--- src/rtl/stopwatch_bcd.sv ---
// ---------------------------------------------------------------------------
// stopwatch_bcd
//   MM:SS stopwatch counting one-cycle Tick pulses (1 s enables from the
//   upstream countdown timer). Keeps a live BCD count plus a display copy
//   that can be frozen (lap) while the live count keeps running.
//
// Parameters
//   MaxMinutes : highest minutes value (0..99); range 00:00..MaxMinutes:59
//   HoldAtMax  : 0 = wrap to 00:00 after max (Wrap pulse)
//                1 = saturate at max and enter DONE
//
// Ports
//   clk_i          rising-edge clock
//   rst_ni         asynchronous active-low reset
//   tick_i         one-cycle count enable
//   start_stop_i   one-cycle pulse, toggles run/pause
//   clear_i        one-cycle pulse, back to 00:00 / IDLE
//   lap_i          one-cycle pulse, toggles display freeze while running
//   sec_ones_o     displayed seconds ones (0..9)
//   sec_tens_o     displayed seconds tens (0..5)
//   min_ones_o     displayed minutes ones (0..9)
//   min_tens_o     displayed minutes tens (0..9)
//   running_o      high in RUN or LAP
//   frozen_o       high in LAP
//   done_o         high in DONE
//   wrap_o         one-cycle pulse on rollover max -> 00:00
// ---------------------------------------------------------------------------
module stopwatch_bcd #(
  parameter int MaxMinutes = 59,
  parameter bit HoldAtMax  = 1'b0
) (
  input  logic       clk_i,
  input  logic       rst_ni,
  input  logic       tick_i,
  input  logic       start_stop_i,
  input  logic       clear_i,
  input  logic       lap_i,
  output logic [3:0] sec_ones_o,
  output logic [3:0] sec_tens_o,
  output logic [3:0] min_ones_o,
  output logic [3:0] min_tens_o,
  output logic       running_o,
  output logic       frozen_o,
  output logic       done_o,
  output logic       wrap_o
);

  typedef enum logic [2:0] {IDLE, RUN, PAUSE, LAP, DONE} state_e;

  typedef struct packed {
    logic [3:0] m10;
    logic [3:0] m1;
    logic [3:0] s10;
    logic [3:0] s1;
  } bcd_t;

  localparam bcd_t MaxVal = {4'(MaxMinutes / 10), 4'(MaxMinutes % 10), 4'd5, 4'd9};

  state_e state_q, state_d;
  bcd_t   live_q, live_d, disp_q, disp_d, live_inc;
  logic   running_q, frozen_q, done_q, wrap_q, wrap_d;
  logic   count_en, at_max, hold_hit;

  // BCD cascade increment. Max detect stops the count before minutes tens
  // could exceed its range, so the m10 wrap is only a safety net.
  always_comb begin
    live_inc = live_q;
    if (live_q.s1 != 4'd9) begin
      live_inc.s1 = live_q.s1 + 4'd1;
    end else begin
      live_inc.s1 = 4'd0;
      if (live_q.s10 != 4'd5) begin
        live_inc.s10 = live_q.s10 + 4'd1;
      end else begin
        live_inc.s10 = 4'd0;
        if (live_q.m1 != 4'd9) begin
          live_inc.m1 = live_q.m1 + 4'd1;
        end else begin
          live_inc.m1  = 4'd0;
          live_inc.m10 = (live_q.m10 == 4'd9) ? 4'd0 : live_q.m10 + 4'd1;
        end
      end
    end
  end

  assign at_max   = (live_q == MaxVal);
  // Tick qualifies on the pre-transition state; Clear discards it.
  assign count_en = tick_i && !clear_i && (state_q == RUN || state_q == LAP);

  always_comb begin
    state_d  = state_q;
    live_d   = live_q;
    wrap_d   = 1'b0;
    hold_hit = 1'b0;
    if (clear_i) begin
      state_d = IDLE;
      live_d  = '0;
    end else begin
      if (count_en) begin
        if (!at_max) begin
          live_d = live_inc;
        end else if (HoldAtMax) begin
          hold_hit = 1'b1;
          state_d  = DONE;
        end else begin
          live_d = '0;
          wrap_d = 1'b1;
        end
      end
      // Saturating into DONE outranks any control arriving in the same cycle.
      if (!hold_hit) begin
        if (start_stop_i) begin
          case (state_q)
            IDLE:    state_d = RUN;
            RUN:     state_d = PAUSE;
            PAUSE:   state_d = RUN;
            LAP:     state_d = PAUSE;
            default: state_d = state_q;
          endcase
        end else if (lap_i) begin
          case (state_q)
            RUN:     state_d = LAP;
            LAP:     state_d = RUN;
            default: state_d = state_q;
          endcase
        end
      end
    end
  end

  // Display follows the next live value so a Tick shows one cycle later;
  // it holds only while remaining in LAP (entry captures the live value).
  always_comb begin
    disp_d = live_d;
    if (state_d == LAP && state_q == LAP) disp_d = disp_q;
  end

  always_ff @(posedge clk_i or negedge rst_ni) begin
    if (!rst_ni) begin
      state_q   <= IDLE;
      live_q    <= '0;
      disp_q    <= '0;
      running_q <= 1'b0;
      frozen_q  <= 1'b0;
      done_q    <= 1'b0;
      wrap_q    <= 1'b0;
    end else begin
      state_q   <= state_d;
      live_q    <= live_d;
      disp_q    <= disp_d;
      running_q <= (state_d == RUN) || (state_d == LAP);
      frozen_q  <= (state_d == LAP);
      done_q    <= (state_d == DONE);
      wrap_q    <= wrap_d;
    end
  end

  assign sec_ones_o = disp_q.s1;
  assign sec_tens_o = disp_q.s10;
  assign min_ones_o = disp_q.m1;
  assign min_tens_o = disp_q.m10;
  assign running_o  = running_q;
  assign frozen_o   = frozen_q;
  assign done_o     = done_q;
  assign wrap_o     = wrap_q;

endmodule

--- config.mk ---
export PLATFORM = sky130hd
export DESIGN_NAME = stopwatch_bcd
export DESIGN_NICKNAME = d
export VERILOG_FILES = /design/src/rtl/stopwatch_bcd.sv
export SDC_FILE = /design/constraint.sdc
export NUM_CORES = 1
export LEC_CHECK = 0
export BUFFER_PORTS_ARGS = -buffer_cell sky130_fd_sc_hd__buf_2
export CAP_MARGIN = 25
export CORE_MARGIN = 2
export CORE_UTILIZATION = 61
export DETAILED_ROUTE_END_ITERATION = 7
export GPL_TIMING_DRIVEN = 0
export PLACE_DENSITY = 0.83
export REMOVE_ABC_BUFFERS = 1
export SYNTH_ARGS = -nofsm -noshare
export SYNTH_HDL_FRONTEND = slang
export SYNTH_SLANG_ARGS = --single-unit
--- constraint.sdc ---
create_clock -name clk_i -period 4.5 [get_ports clk_i]
set_clock_uncertainty 0.05 [all_clocks]
set_input_delay 0.675 -clock clk_i [delete_from_list [all_inputs] [get_ports clk_i]]
set_output_delay 0.675 -clock clk_i [all_outputs]
set_load 0.03 [all_outputs]
# After elaboration in Yosys (flattened, before gate mapping)
# Index checks and enable logic that the tools add are counted.
[op_classes]
n_addsub = 4
eq_ne = 11
n_mux = 18
n_reduce_logical = 9
[op_table]
columns = ["cell", "count"]
rows = [
  ["16-bit 2-to-1 mux", 3],
  ["4-bit 2-to-1 mux", 5],
  ["4-bit by 1-bit adder with 4-bit output, second input constant", 4],
  ["16-bit by 15-bit == test with 1-bit output, second input constant", 1],
  ["12-bit 2-to-1 mux", 1],
  ["3-bit one-hot mux with 2 select lines", 2],
  ["3-bit by 2-bit == test with 1-bit output, second input constant", 3],
  ["3-bit 2-to-1 mux", 3],
  ["8-bit 2-to-1 mux", 1],
  ["4-bit inequality test, second input constant", 2],
  ["3-bit by 1-bit == test with 1-bit output, second input constant", 2],
  ["4-bit == test, second input constant", 1],
  ["4-bit by 3-bit inequality test with 1-bit output, second input constant", 1],
  ["2-bit OR reduction", 2],
  ["3-bit == test, second input constant", 1],
  ["1-bit logical AND", 3],
  ["3-bit zero test", 1],
  ["1-bit 2-to-1 mux", 3],
  ["1-bit logical OR", 2],
  ["1-bit zero test", 1],
]
[totals]
ff_bits = 39
in_bits = 6
output_inout_bits = 20
word_cells = 55

# Depth between registers and ports, before layout
# Gate-level depths: netlist of the first run.
[logic_depth]
depth_word = 8
ltp_mapped = 8
mapped_depth_nobuf = 6

# Least setup slack after synthesis of the first run
# No wires, ideal clock.
[synth_path]
kind = "flip-flop to flip-flop"
from = "register state_q[2]"
to = "register disp_q (netlist bit min_ones_o[1])"
setup_time_ns = 0.125
t_arrival_ns = 1.729
required_time_ns = 4.325
slack_ns = 2.596
path_stages_with_launch = 9
n_path_buf = 2
period_less_slack_ns = 1.904
path_cell_list = "dfrtp_1 > inv_1 > ha_1 > a211oi_2 > nor3_4 > and2_4 > buf_6 > buf_12 > mux2_4"
[synth_between]
elab_chain_len = 7
elab_cells_between_ends = 17
cone_classes = "eq/ne (4); mux (7); reduce/logical (6)"
[synth_rtl]
columns = ["item", "line_no", "text"]
rows = [
  ["start, declared", "59", "state_e state_q, state_d;"],
  ["start signal, assigned", "148", "state_q <= state_d;"],
  ["3-bit by 2-bit == test with 1-bit output (tied with other cells)", "113, 121", ""],
  ["3-bit one-hot mux with 2 select lines / 2-bit OR reduction (equally long branches)", "-", ""],
  ["3-bit 2-to-1 mux / 3-bit one-hot mux with 2 select lines (equally long branches)", "120, 113", ""],
  ["3-bit 2-to-1 mux *", "112", "if (start_stop_i) begin"],
  ["3-bit 2-to-1 mux *", "95", "if (clear_i) begin"],
  ["via state_d[0]", "59", ""],
  ["3-bit by 2-bit == test with 1-bit output *", "135", "if (state_d == LAP && state_q == LAP) disp_d = disp_q;"],
  ["1-bit logical AND *", "135", ""],
  ["end signal, assigned", "150", "disp_q <= disp_d;"],
  ["end, declared", "60", "bcd_t live_q, live_d, disp_q, disp_d, live_inc;"],
]
# The timed path passes the listed nets; every way through them passes the cells marked *.
# A chain may end at the register's enable or synchronous reset.

==> results of run 1 <==
## state kept, by name, indices dropped and copies added (netlist names), 3 cells and up
signal,count
live_q,16
min_ones_o,4
min_tens_o,4
sec_ones_o,4
sec_tens_o,4
state_q,3
## metal layers
| layer | global-route usage (%) | vias up | routed length [microns] |
|---|---|---|---|
| li1 | - | 703 | - |
| met1 | 28.6 | 738 | 1630 |
| met2 | 40.6 | 30 | 2050 |
| met3 | 5.80 | 5 | 161 |
| met4 | 6.69 | 0 | 42 |
| met5 | 0 | - | 0 |
## cells in the final DEF (no fill, tap or decap), drive strengths merged
cell type and count:
nand4 1, nor3 5, or4 2, inv 9, and2 4, nor2 12
a2111oi 1, nand2 6, and4 1, clkinv 1, nand4b 2, ha 9
nand3 10, o2bb2ai 4, and3b 4, clkbuf 7, nor2b 4, and4b 1
nor4b 1, nand3b 5, or3 5, o31ai 4, mux2i 5, mux2 11
a21oi 11, buf 25, a211oi 2, nor4 1, o21ai 6, dfrtp 39
a21o 2, xnor2 1, nand2b 4, a2bb2oi 1, and4bb 1, a31oi 2
## worst max path at each step
stage	to	slack [ns]	cells after the start
2_1_floorplan	min_ones_o[0]	2.66	6
3_3_place_gp	sec_tens_o[0]	2.30	4
3_5_place_dp	min_ones_o[0]	2.27	4
4_1_cts	min_ones_o[0]	2.34	6
5_1_grt	min_tens_o[1]	2.23	6
6_report	min_tens_o[0]	2.34	6
## area by class of cell
class	instances	area, sq um
clock inverters	1	5.00
clock buffers	7	45.0
well taps	46	57.6
repair buffers	25	125
multi-input cells	128	983
fillers	263	1060
inverters	9	33.8
flip-flops and latches	39	976
## through the flow
stage | instances | util (%) | hold slack (ns) | setup slack (ns) | area, sq um
3_5_place_dp | 247 | 66.2 | 0.418 | 2.27 | 2180
2_1_floorplan | 176 | - | 0.329 | 2.66 | 1990
3_3_place_gp | 247 | 66.2 | 0.417 | 2.30 | 2180
6_report | 255 | 67.8 | 0.358 | 2.34 | 2230
4_1_cts | 255 | 67.8 | 0.392 | 2.34 | 2230
5_1_grt | 255 | 67.8 | 0.433 | 2.23 | 2230
## power groups by stage
stage	logic (mW)	registers, mW	clock network, mW
2_1_floorplan	0.0181	0.368	0
3_3_place_gp	0.0398	0.364	0
5_1_grt	0.0471	0.358	0.190
3_5_place_dp	0.0427	0.365	0
6_report	0.0419	0.358	0.169
4_1_cts	0.0427	0.358	0.173
## cells by family after synthesis
family          synth area share [%]
mux                             9.19
simple gates                    22.1
compound gates                  10.6
flops                           47.4
xor+xnor                       0.426
buf+inv                         4.74
fa+ha+maj                       5.47
## critical path, cell delays in order (launching register included)
cell,delay (ns)
sky130_fd_sc_hd__dfrtp_1,0.43
sky130_fd_sc_hd__inv_1,0.07
sky130_fd_sc_hd__ha_1,0.31
sky130_fd_sc_hd__nand2_2,0.27
sky130_fd_sc_hd__nor4_4,0.46
sky130_fd_sc_hd__mux2i_1,0.17
sky130_fd_sc_hd__mux2_4,0.29
==> impl_metrics.csv, run 1 <==
group,metric,value,unit
outcome,run_status,"finished clean",
timing,worst-slew-pin-transition,0.811,ns
setup_path,startpoint_type,"register",
final_layout,growth_of_design_area_from_synthesis_to_finish,8.21,%
timing,final_min_period_over_clock_period,47.9,%
synth,cell_type_contributing_the_most_total_cell_area_after_synthesis,"sky130_fd_sc_hd__dfrtp_1",
floorplan,height_of_the_die,62.1,microns
route,wire_per_inst,15.2,microns
floorplan,floorplan.die.width,62.1,microns
min_path,hold_class,"in -> async",
power,p_int,0.427,mW
synth,synth.top_cells.by_area,"sky130_fd_sc_hd__dfrtp_1 (47%), sky130_fd_sc_hd__ha_1 (5.5%), sky130_fd_sc_hd__mux2_2 (3.8%)",
route,detailedRoute.firstPassIterationCount,4,
global_route,maximum_number_of_pins_on_one_net_before_global_route_repair,40,
timing,final_period_minus_worst_setup_slack,2.16,ns
setup_path,cp-end-kind,"register",
cts,worstSkewPairLatency,0.34,ns
final_layout,drive_gt1_share,24.4,%
cts,post-cts-setup-buffer-count,0,
power,power.combinational.fraction,7.4,%
route,dr.first_iter.drc_count,53,
placement,dpl.hpwl,2840,microns
global_route,grt-ovfl-total,0,
route,detail_route.drc_violations,0,
route,vias_per_cell,5.79,
setup_path,ff2ff_setup_slack,2.34,ns
placement,port_buffers,25,
synth,synth.cell_area,2060,sq um
setup_path,timing.rr.end,"min_tens_o[0]",
final_layout,antenna_cells,0,
cts,clk_path_buf_depth,2,
setup_path,logic_depth_of_the_worst_register_to_register_path,6,
cts,cts-htree-levels,2,
setup_path,required,4.69,ns
cts,tritoncts.num_buffers,5,
floorplan,row_cnt,21,
power,power_density,255,nW/um^2
global_route,grt_pass1_vias,1476,
placement,gp_congestion,0.729,
synth,yosys-top-cells-count,"sky130_fd_sc_hd__dfrtp_1 (39), sky130_fd_sc_hd__nor2_1 (12), sky130_fd_sc_hd__a21oi_1 (10), sky130_fd_sc_hd__nand3_1 (10)",
cts,clock_input_transition_at_the_sequential_cells_of_the_worst_setup_and_hold_paths,0.10,ns
synth,ys.flop_type,"sky130_fd_sc_hd__dfrtp_1",
cts,clock-root-buffer,"sky130_fd_sc_hd__clkbuf_4",
power,p_sw_share,24.8,%
timing,tns,0,ns
floorplan,boundaryPins,26,
setup_path,path_max_fanout,18,
timing,finalMaxSlewViolations,0,
synth,synth_area_per_cell,11.2,sq um
setup_path,timing_worst_setup_path_type,"reg -> reg",
global_route,grt_util_all_layers,23.3,%
synth,async_reset_ff_share,100,%
power,power.net_switching,0.141,mW
global_route,grt_antenna_before_repair,0,
global_route,grt_first_pass_wirelength,6520,microns
synth,netlist-cell-type-count,44,
final_layout,final_nets,223,
synth,number_of_synthesized_flops_with_an_enable_pin,0,
floorplan,fp.coreArea,3280,sq um
synth,synth.yosys.warnings,0,
setup_path,worst_ep_arrival_time,2.35,ns
route,drt_total_wl,3880,microns
power,worst_ir_drop_vdd,0.173,mV
synth,synthMostInstantiatedCell,"sky130_fd_sc_hd__dfrtp_1",
setup_path,timing.critical_path.from,"state_q[2]",
timing,grt_setup_unrepaired,"no",
synth,synth_top_cell_area_share,47.4,%
synth,post_synth_inst_count,184,
cts,cts_hold_buffers,0,
synth,ys_seq_elements,39,
synth,sequential_element_share_of_the_synthesized_area,47.4,%
setup_path,reg_to_reg_startpoint,"state_q[2]",
cts,clock_tree_from_tritoncts,"yes",
route,post_route_antenna_net_violation_count,0,
route,dr_total_vias,1476,
timing,timing.fmax,463,MHz
power,seq_power_share,63.0,%
power,p_leak,1.09,nW
timing,slew_headroom,46.0,%
floorplan,die_area,3850,sq um
flow_run,cap_violations,0,
timing,report.final.setup_viol,0,
floorplan,start_util,62.6,%
power,pwr-share-clk,29.7,%
cts,cts.sinks,39,
power,total_power,0.568,mW
timing,final_hold_vio_count,0,
cts,cts_resized,0,
(Power assumes the default switching activity.)
==> run 2, diff against run 1 <==
--- a/config.mk
+++ b/config.mk
@@ -5,13 +5,14 @@
 export SDC_FILE = /design/constraint.sdc
 export NUM_CORES = 1
 export LEC_CHECK = 0
+export ABC_AREA = 1
 export BUFFER_PORTS_ARGS = -buffer_cell sky130_fd_sc_hd__buf_2
 export CAP_MARGIN = 25
 export CORE_MARGIN = 2
-export CORE_UTILIZATION = 61
+export CORE_UTILIZATION = 58
 export DETAILED_ROUTE_END_ITERATION = 7
 export GPL_TIMING_DRIVEN = 0
-export PLACE_DENSITY = 0.83
+export PLACE_DENSITY = 0.79
 export REMOVE_ABC_BUFFERS = 1
 export SYNTH_ARGS = -nofsm -noshare
 export SYNTH_HDL_FRONTEND = slang
==> constraint.sdc (replaced) <==
create_clock -name clk_i -period 2.1 [get_ports clk_i]
set_clock_uncertainty 0.05 [all_clocks]
set_input_delay 0.315 -clock clk_i [delete_from_list [all_inputs] [get_ports clk_i]]
set_output_delay 0.315 -clock clk_i [all_outputs]
set_load 0.03 [all_outputs]
==> impl_metrics.csv, run 2 <==
group,metric,value,unit
outcome,run_status,"finished clean",
final_layout,fillerInstances,331,
setup_path,timing.critical_path.from,"state_q[2]",
setup_path,ff2ff_setup_slack,0.20,ns
timing,slew_headroom,44.4,%
synth,ys_seq_elements,39,
synth,synth.yosys.warnings,0,
floorplan,floorplan.die.width,65.2,microns
synth,ys.flop_type,"sky130_fd_sc_hd__dfrtp_1",
setup_path,most_common_cell_on_crit_path,"sky130_fd_sc_hd__nand2_1",
placement,post-place-cells,327,
synth,yosys-top-cells-count,"sky130_fd_sc_hd__nand2_1 (60), sky130_fd_sc_hd__dfrtp_1 (39), sky130_fd_sc_hd__inv_1 (35)",
power,p_int,1.27,mW
timing,final_min_period_over_clock_period,90.7,%
setup_path,critPathBufInv,1,
placement,postPlaceCellArea,2300,sq um
floorplan,row_cnt,22,
timing,report.final.setup_viol,0,
setup_path,timing.critical_path.depth,9,
route,post_route_antenna_net_violation_count,0,
timing,finalHoldWorstSlack,0.0705,ns
power,worst_ir_drop_vdd,0.578,mV
setup_path,crit_path_end,"min_ones_o[0]",
setup_path,cp-end-kind,"register",
floorplan,boundaryPins,26,
final_layout,largest_register_ff_count,16,
cts,cts.sinks,39,
setup_path,path_max_fanout,11,
min_path,hold_class,"in -> async",
global_route,grt_antenna_before_repair,0,
cts,clock-root-buffer,"sky130_fd_sc_hd__clkbuf_8",
floorplan,height_of_the_die,65.2,microns
floorplan,start_util,59.8,%
floorplan,fp.coreArea,3630,sq um
final_layout,sequential_cell_area,976,sq um
placement,dpl.hpwl,3020,microns
power,power.net_switching,0.362,mW
final_layout,most_common_cell_after_layout_fill_and_taps_aside,"sky130_fd_sc_hd__nand2_1",
setup_path,reg_to_reg_startpoint,"state_q[2]",
placement,gp_congestion,0.847,
timing,tns,0,ns
floorplan,die_area,4250,sq um
synth,cell_type_contributing_the_most_total_cell_area_after_synthesis,"sky130_fd_sc_hd__dfrtp_1",
setup_path,required,2.24,ns
setup_path,logic_depth_of_the_worst_register_to_register_path,9,
cts,cts-htree-levels,2,
final_layout,fin_cells,338,
route,detailedRoute.firstPassIterationCount,4,
synth,synthMostInstantiatedCell,"sky130_fd_sc_hd__nand2_1",
synth,synth.cell_area,2170,sq um
setup_path,timing_worst_setup_path_type,"reg -> reg",
timing,final_period_minus_worst_setup_slack,1.90,ns
global_route,grt_util_all_layers,24.5,%
flow_run,cap_violations,0,
cts,clock_tree_from_tritoncts,"yes",
cts,tritoncts.num_buffers,5,
cts,worstSkewPairLatency,0.29,ns
power,pwr-share-clk,44.7,%
global_route,grt_pass1_vias,1837,
power,seq_power_share,47.1,%
power,power.combinational.fraction,8.2,%
global_route,grt-ovfl-total,0,
route,wire_per_inst,13.3,microns
synth,synth_area_per_cell,8.36,sq um
final_layout,multi_input_area,1020,sq um
cts,clk_path_buf_depth,2,
final_layout,registers.top_by_ff_count,"live_q",
power,power_density,662,nW/um^2
global_route,grt_busiest_layer,"met2",
power,total_power,1.64,mW
setup_path,worst_ep_arrival_time,2.04,ns
cts,cts_hold_buffers,0,
setup_path,timing.critical_path.cells,"inv_1 -> ha_2 -> nand2_1 -> nand3_1 -> nand3_2 -> nor2_4 -> nand3_4 -> nand2_1 -> nand2_1",
route,detail_route.drc_violations,0,
setup_path,timing.rr.end,"min_ones_o[0]",
final_layout,finalInstanceArea,2470,sq um
timing,worst-slew-pin-transition,0.834,ns
timing,timing.fmax,525,MHz
route,dr_total_vias,1810,
cts,clock_input_transition_at_the_sequential_cells_of_the_worst_setup_and_hold_paths,0.07,ns
synth,synth_top_cell_area_share,44.9,%
power,p_leak,1.24,nW
power,p_sw_share,22.1,%
final_layout,leading_cell_types_in_the_layout_fill_and_taps_excluded,"sky130_fd_sc_hd__nand2_1 (60), sky130_fd_sc_hd__dfrtp_1 (39), sky130_fd_sc_hd__inv_1 (35)",
route,dr.first_iter.drc_count,77,
setup_path,startpoint_type,"register",
global_route,use_met2,42.5,%
final_layout,drive_gt1_share,23.1,%
synth,async_reset_ff_share,100,%
setup_path,critical_path_top_delay_cell,"sky130_fd_sc_hd__dfrtp_1",
synth,number_of_synthesized_flops_with_an_enable_pin,0,
global_route,grt_first_pass_wirelength,8020,microns
global_route,global_route.usage.met1,30.3,%
synth,synth.top_cells.by_area,"sky130_fd_sc_hd__dfrtp_1 (45%), sky130_fd_sc_hd__nand2_1 (10%), sky130_fd_sc_hd__inv_1 (6.0%)",
global_route,gr-usage-met3,5.48,%
synth,netlist-cell-type-count,27,
route,vias_per_cell,5.36,
setup_path,worst_path_dominant_cell_family,"simple AND/OR/NAND/NOR gates",
setup_path,cp_slowest_stage_delay,0.43,ns
placement,port_buffers,25,
final_layout,final_nets,304,
synth,sequential_element_share_of_the_synthesized_area,44.9,%
global_route,maximum_number_of_pins_on_one_net_before_global_route_repair,40,
timing,grt_setup_unrepaired,"no",
final_layout,antenna_cells,0,
timing,finalMaxSlewViolations,0,
timing,final_hold_vio_count,0,
final_layout,growth_of_design_area_from_synthesis_to_finish,13.7,%
synth,post_synth_inst_count,260,
route,drt_total_wl,4480,microns
run 2: cell count changes after synthesis, sizes merged, moves of 5 or more:
cell / delta
a21oi: -5
inv: +27
mux2: -11
mux2i: -5
nand2: +57
nand3: +19
nand4: +11
nor2: +22
o21ai: +8
or3: -5
run 2: routing by layer:
layer	vias to the layer above	wire [microns]
li1	900	-
met1	876	1950
met2	28	2300
met3	6	176
met4	0	58
met5	-	0
run 2: logic make-up after synthesis:
logic type | synth area share [%]
AOI/OAI and AO/OA | 6.56
adders and majority gates | 5.18
buffers and inverters | 9.33
and+or+nand+nor | 34.0
DFF | 44.9
run 2: worst register-to-register path, cell delays in order, from the launching register on:
cell and delay, ns:
sky130_fd_sc_hd__dfrtp_1 0.43, sky130_fd_sc_hd__inv_1 0.10, sky130_fd_sc_hd__ha_2 0.24, sky130_fd_sc_hd__nand2_1 0.14, sky130_fd_sc_hd__nand3_1 0.11, sky130_fd_sc_hd__nand3_2 0.12, sky130_fd_sc_hd__nor2_4 0.20, sky130_fd_sc_hd__nand3_4 0.22
sky130_fd_sc_hd__nand2_1 0.14, sky130_fd_sc_hd__nand2_1 0.05
run 2: metrics by stage:
| step | util, % | worst slack (ns) |
|---|---|---|
| 2_1_floorplan | - | 0.212 |
| 3_3_place_gp | 63.1 | -0.223 |
| 3_5_place_dp | 63.3 | -0.113 |
| 4_1_cts | 67.8 | 0.115 |
| 5_1_grt | 68.0 | 0.00499 |
| 6_report | 68.0 | 0.196 |
run 2: final cells by class:
class / instances / area share [%]
Clock buffer: 6 / 2.94
Tap cell: 48 / 2.43
Multi-Input combinational cell: 179 / 41.3
Sequential cell: 39 / 39.5
Timing Repair Buffer: 28 / 5.97
Inverter: 36 / 5.47
Clock inverter: 2 / 2.43
run 2: worst min-delay path by stage:
stage           start            end  slack (ns)  cells after the start
6_report       rst_ni      live_q[3]        0.07                      1
5_1_grt        rst_ni     state_q[2]        0.13                      1
4_1_cts        rst_ni  sec_tens_o[2]        0.09                      1
3_5_place_dp   rst_ni  sec_ones_o[1]        0.41                      1
3_3_place_gp   rst_ni  sec_ones_o[1]        0.41                      1
2_1_floorplan  rst_ni         done_o       -0.03                      0
run 2: repair_timing:
action                     in CTS  in global routing
resized for setup               1                  2
pin swaps                       3                  1
gates cloned                    1                  0
buffers inserted                2                  0
setup endpoints to repair      16                 13
run 2: power groups by stage:
stage	clock network [mW]	logic (mW)	registers, mW
floorplan	0	0.0669	0.797
global placement	0	0.122	0.785
detailed placement	0	0.125	0.785
CTS	0.738	0.134	0.770
global route	0.776	0.149	0.772
finish	0.731	0.134	0.771
==> run 3, diff against run 2 <==
--- a/config.mk
+++ b/config.mk
@@ -8,11 +8,13 @@
 export ABC_AREA = 1
 export BUFFER_PORTS_ARGS = -buffer_cell sky130_fd_sc_hd__buf_2
 export CAP_MARGIN = 25
-export CORE_MARGIN = 2
-export CORE_UTILIZATION = 58
+export CELL_PAD_IN_SITES_DETAIL_PLACEMENT = 1
+export CELL_PAD_IN_SITES_GLOBAL_PLACEMENT = 1
+export CORE_MARGIN = 5
+export CORE_UTILIZATION = 43
 export DETAILED_ROUTE_END_ITERATION = 7
 export GPL_TIMING_DRIVEN = 0
-export PLACE_DENSITY = 0.79
+export PLACE_DENSITY_LB_ADDON = 0.1
 export REMOVE_ABC_BUFFERS = 1
 export SYNTH_ARGS = -nofsm -noshare
 export SYNTH_HDL_FRONTEND = slang
==> impl_metrics.csv, run 3 (same netlist as run 2, synthesis figures left out) <==
group,metric,value,unit
global_route,grt_antenna_before_repair,0,
timing,finalMaxSlewViolations,0,
floorplan,floorplan.die.width,81.1,microns
power,power_density,561,nW/um^2
final_layout,fillerInstances,612,
global_route,grt_first_pass_wirelength,9690,microns
setup_path,worst_ep_arrival_time,2.07,ns
power,total_power,1.41,mW
power,worst_ir_drop_vdd,0.331,mV
timing,finalHoldWorstSlack,0.0817,ns
timing,grt_setup_unrepaired,"no",
setup_path,timing_worst_setup_path_type,"reg -> reg",
floorplan,boundaryPins,26,
flow_run,cap_violations,0,
placement,gp_congestion,0.812,
route,detail_route.drc_violations,0,
final_layout,final_nets,313,
floorplan,row_cnt,25,
final_layout,fin_cells,365,
final_layout,registers.top_by_ff_count,"live_q",
route,detailedRoute.firstPassIterationCount,4,
setup_path,ff2ff_setup_slack,0.15,ns
cts,clock_input_transition_at_the_sequential_cells_of_the_worst_setup_and_hold_paths,0.08,ns
placement,port_buffers,25,
setup_path,path_max_fanout,11,
global_route,grt_pass1_vias,1962,
global_route,grt_util_all_layers,19.5,%
placement,preCtsSetupSlack,-0.193,ns
timing,final_hold_vio_count,0,
floorplan,die_area,6580,sq um
timing,final_min_period_over_clock_period,92.7,%
min_path,hold_class,"in -> async",
placement,post-place-cells,346,
cts,cts-htree-levels,2,
route,dr.first_iter.drc_count,69,
route,post_route_antenna_net_violation_count,0,
cts,cts.sinks,39,
setup_path,startpoint_type,"register",
route,drt_total_wl,5600,microns
setup_path,cp-end-kind,"register",
timing,slew_headroom,41.5,%
final_layout,leading_cell_types_in_the_layout_fill_and_taps_excluded,"sky130_fd_sc_hd__nand2_1 (60), sky130_fd_sc_hd__dfrtp_1 (39), sky130_fd_sc_hd__inv_1 (35)",
placement,dpl.hpwl,3870,microns
power,p_leak,1.26,nW
timing,final_period_minus_worst_setup_slack,1.95,ns
setup_path,required,2.23,ns
route,vias_per_cell,4.94,
cts,clock-root-buffer,"sky130_fd_sc_hd__clkbuf_8",
outcome,run_status,"finished clean",
cts,worstSkewPairLatency,0.29,ns
final_layout,antenna_cells,0,
route,dr_total_vias,1803,
setup_path,timing.critical_path.from,"state_q[2]",
timing,worst-slew-pin-transition,0.878,ns
timing,tns,0,ns
setup_path,reg_to_reg_startpoint,"state_q[2]",
global_route,maximum_number_of_pins_on_one_net_before_global_route_repair,40,
route,wire_per_inst,15.3,microns
timing,report.final.setup_viol,0,
cts,cts_hold_buffers,0,
final_layout,most_common_cell_after_layout_fill_and_taps_aside,"sky130_fd_sc_hd__nand2_1",
final_layout,largest_register_ff_count,16,
timing,timing.fmax,514,MHz
global_route,grt-ovfl-total,0,
timing,final_critical_path_setup_slack,0.154,ns
cts,clock_tree_from_tritoncts,"yes",
floorplan,start_util,45.1,%
floorplan,fp.coreArea,4820,sq um
cts,tritoncts.num_buffers,5,
setup_path,timing.rr.end,"min_ones_o[3]",
placement,postPlaceCellArea,2320,sq um
setup_path,logic_depth_of_the_worst_register_to_register_path,9,
floorplan,height_of_the_die,81.1,microns
final_layout,final_core_util,52.3,%
final_layout,finalInstanceArea,2520,sq um
final_layout,drive_gt1_share,25.2,%
final_layout,growth_of_design_area_from_synthesis_to_finish,15.8,%
cts,clk_path_buf_depth,2,
## run 3: cell type report
| type | instances | area (sq um) | share of cell area, % |
|---|---|---|---|
| multi-input cells | 179 | 1010 | 40.3 |
| clock inverters | 2 | 13.8 | 0.547 |
| flip-flops and latches | 39 | 976 | 38.8 |
| clock buffers | 5 | 68.8 | 2.73 |
| inverters | 36 | 135 | 5.37 |
| repair buffers | 37 | 225 | 8.95 |
| well taps | 67 | 83.8 | 3.33 |
## run 3: what timing repair did
item / 4_1_cts / 5_1_grt
endpoints found under the setup margin: 16 / 19
gates resized for setup: 1 / 1
hold endpoints to repair: 0 / 0
gates cloned: 1 / 0
buffers inserted: 4 / 6
pin swaps: 3 / 3
## run 3: worst max path at each step
| stage | endpoint | slack (ns) | cells past startpoint |
|---|---|---|---|
| 2_1_floorplan | min_ones_o[3] | 0.21 | 4 |
| 3_3_place_gp | sec_tens_o[3] | -0.39 | 4 |
| 3_5_place_dp | min_ones_o[0] | -0.19 | 9 |
| 4_1_cts | min_ones_o[3] | 0.02 | 9 |
| 5_1_grt | min_ones_o[1] | 0.002 | 10 |
| 6_report | min_ones_o[3] | 0.15 | 9 |
## run 3: power breakdown
group          leakage [nW]  switching [mW]  internal [mW]
registers             0.539         0.00859          0.763
logic                 0.682           0.106         0.0407
clock network        0.0440           0.266          0.227
total                  1.26           0.381           1.03
## run 3: per-layer routing
layer	GRT usage, %	part of all wire [%]	vias up	wire (microns)
li1	-	-	912	-
met1	26.3	49	863	2770
met5	0	0	-	0
met4	5.74	0.91	0	51
met3	3.99	2.9	5	163
met2	31.5	47	23	2610
## run 3: worst max-delay path, cell delays in order, from the launching register on
cell and delay (ns):
sky130_fd_sc_hd__dfrtp_1 0.43, sky130_fd_sc_hd__inv_1 0.11, sky130_fd_sc_hd__ha_2 0.24, sky130_fd_sc_hd__nand2_1 0.14
sky130_fd_sc_hd__nand3_1 0.11, sky130_fd_sc_hd__nand3_2 0.12, sky130_fd_sc_hd__nor2_4 0.22, sky130_fd_sc_hd__nand3_4 0.21
sky130_fd_sc_hd__nand2_1 0.14, sky130_fd_sc_hd__o21ai_2 0.05
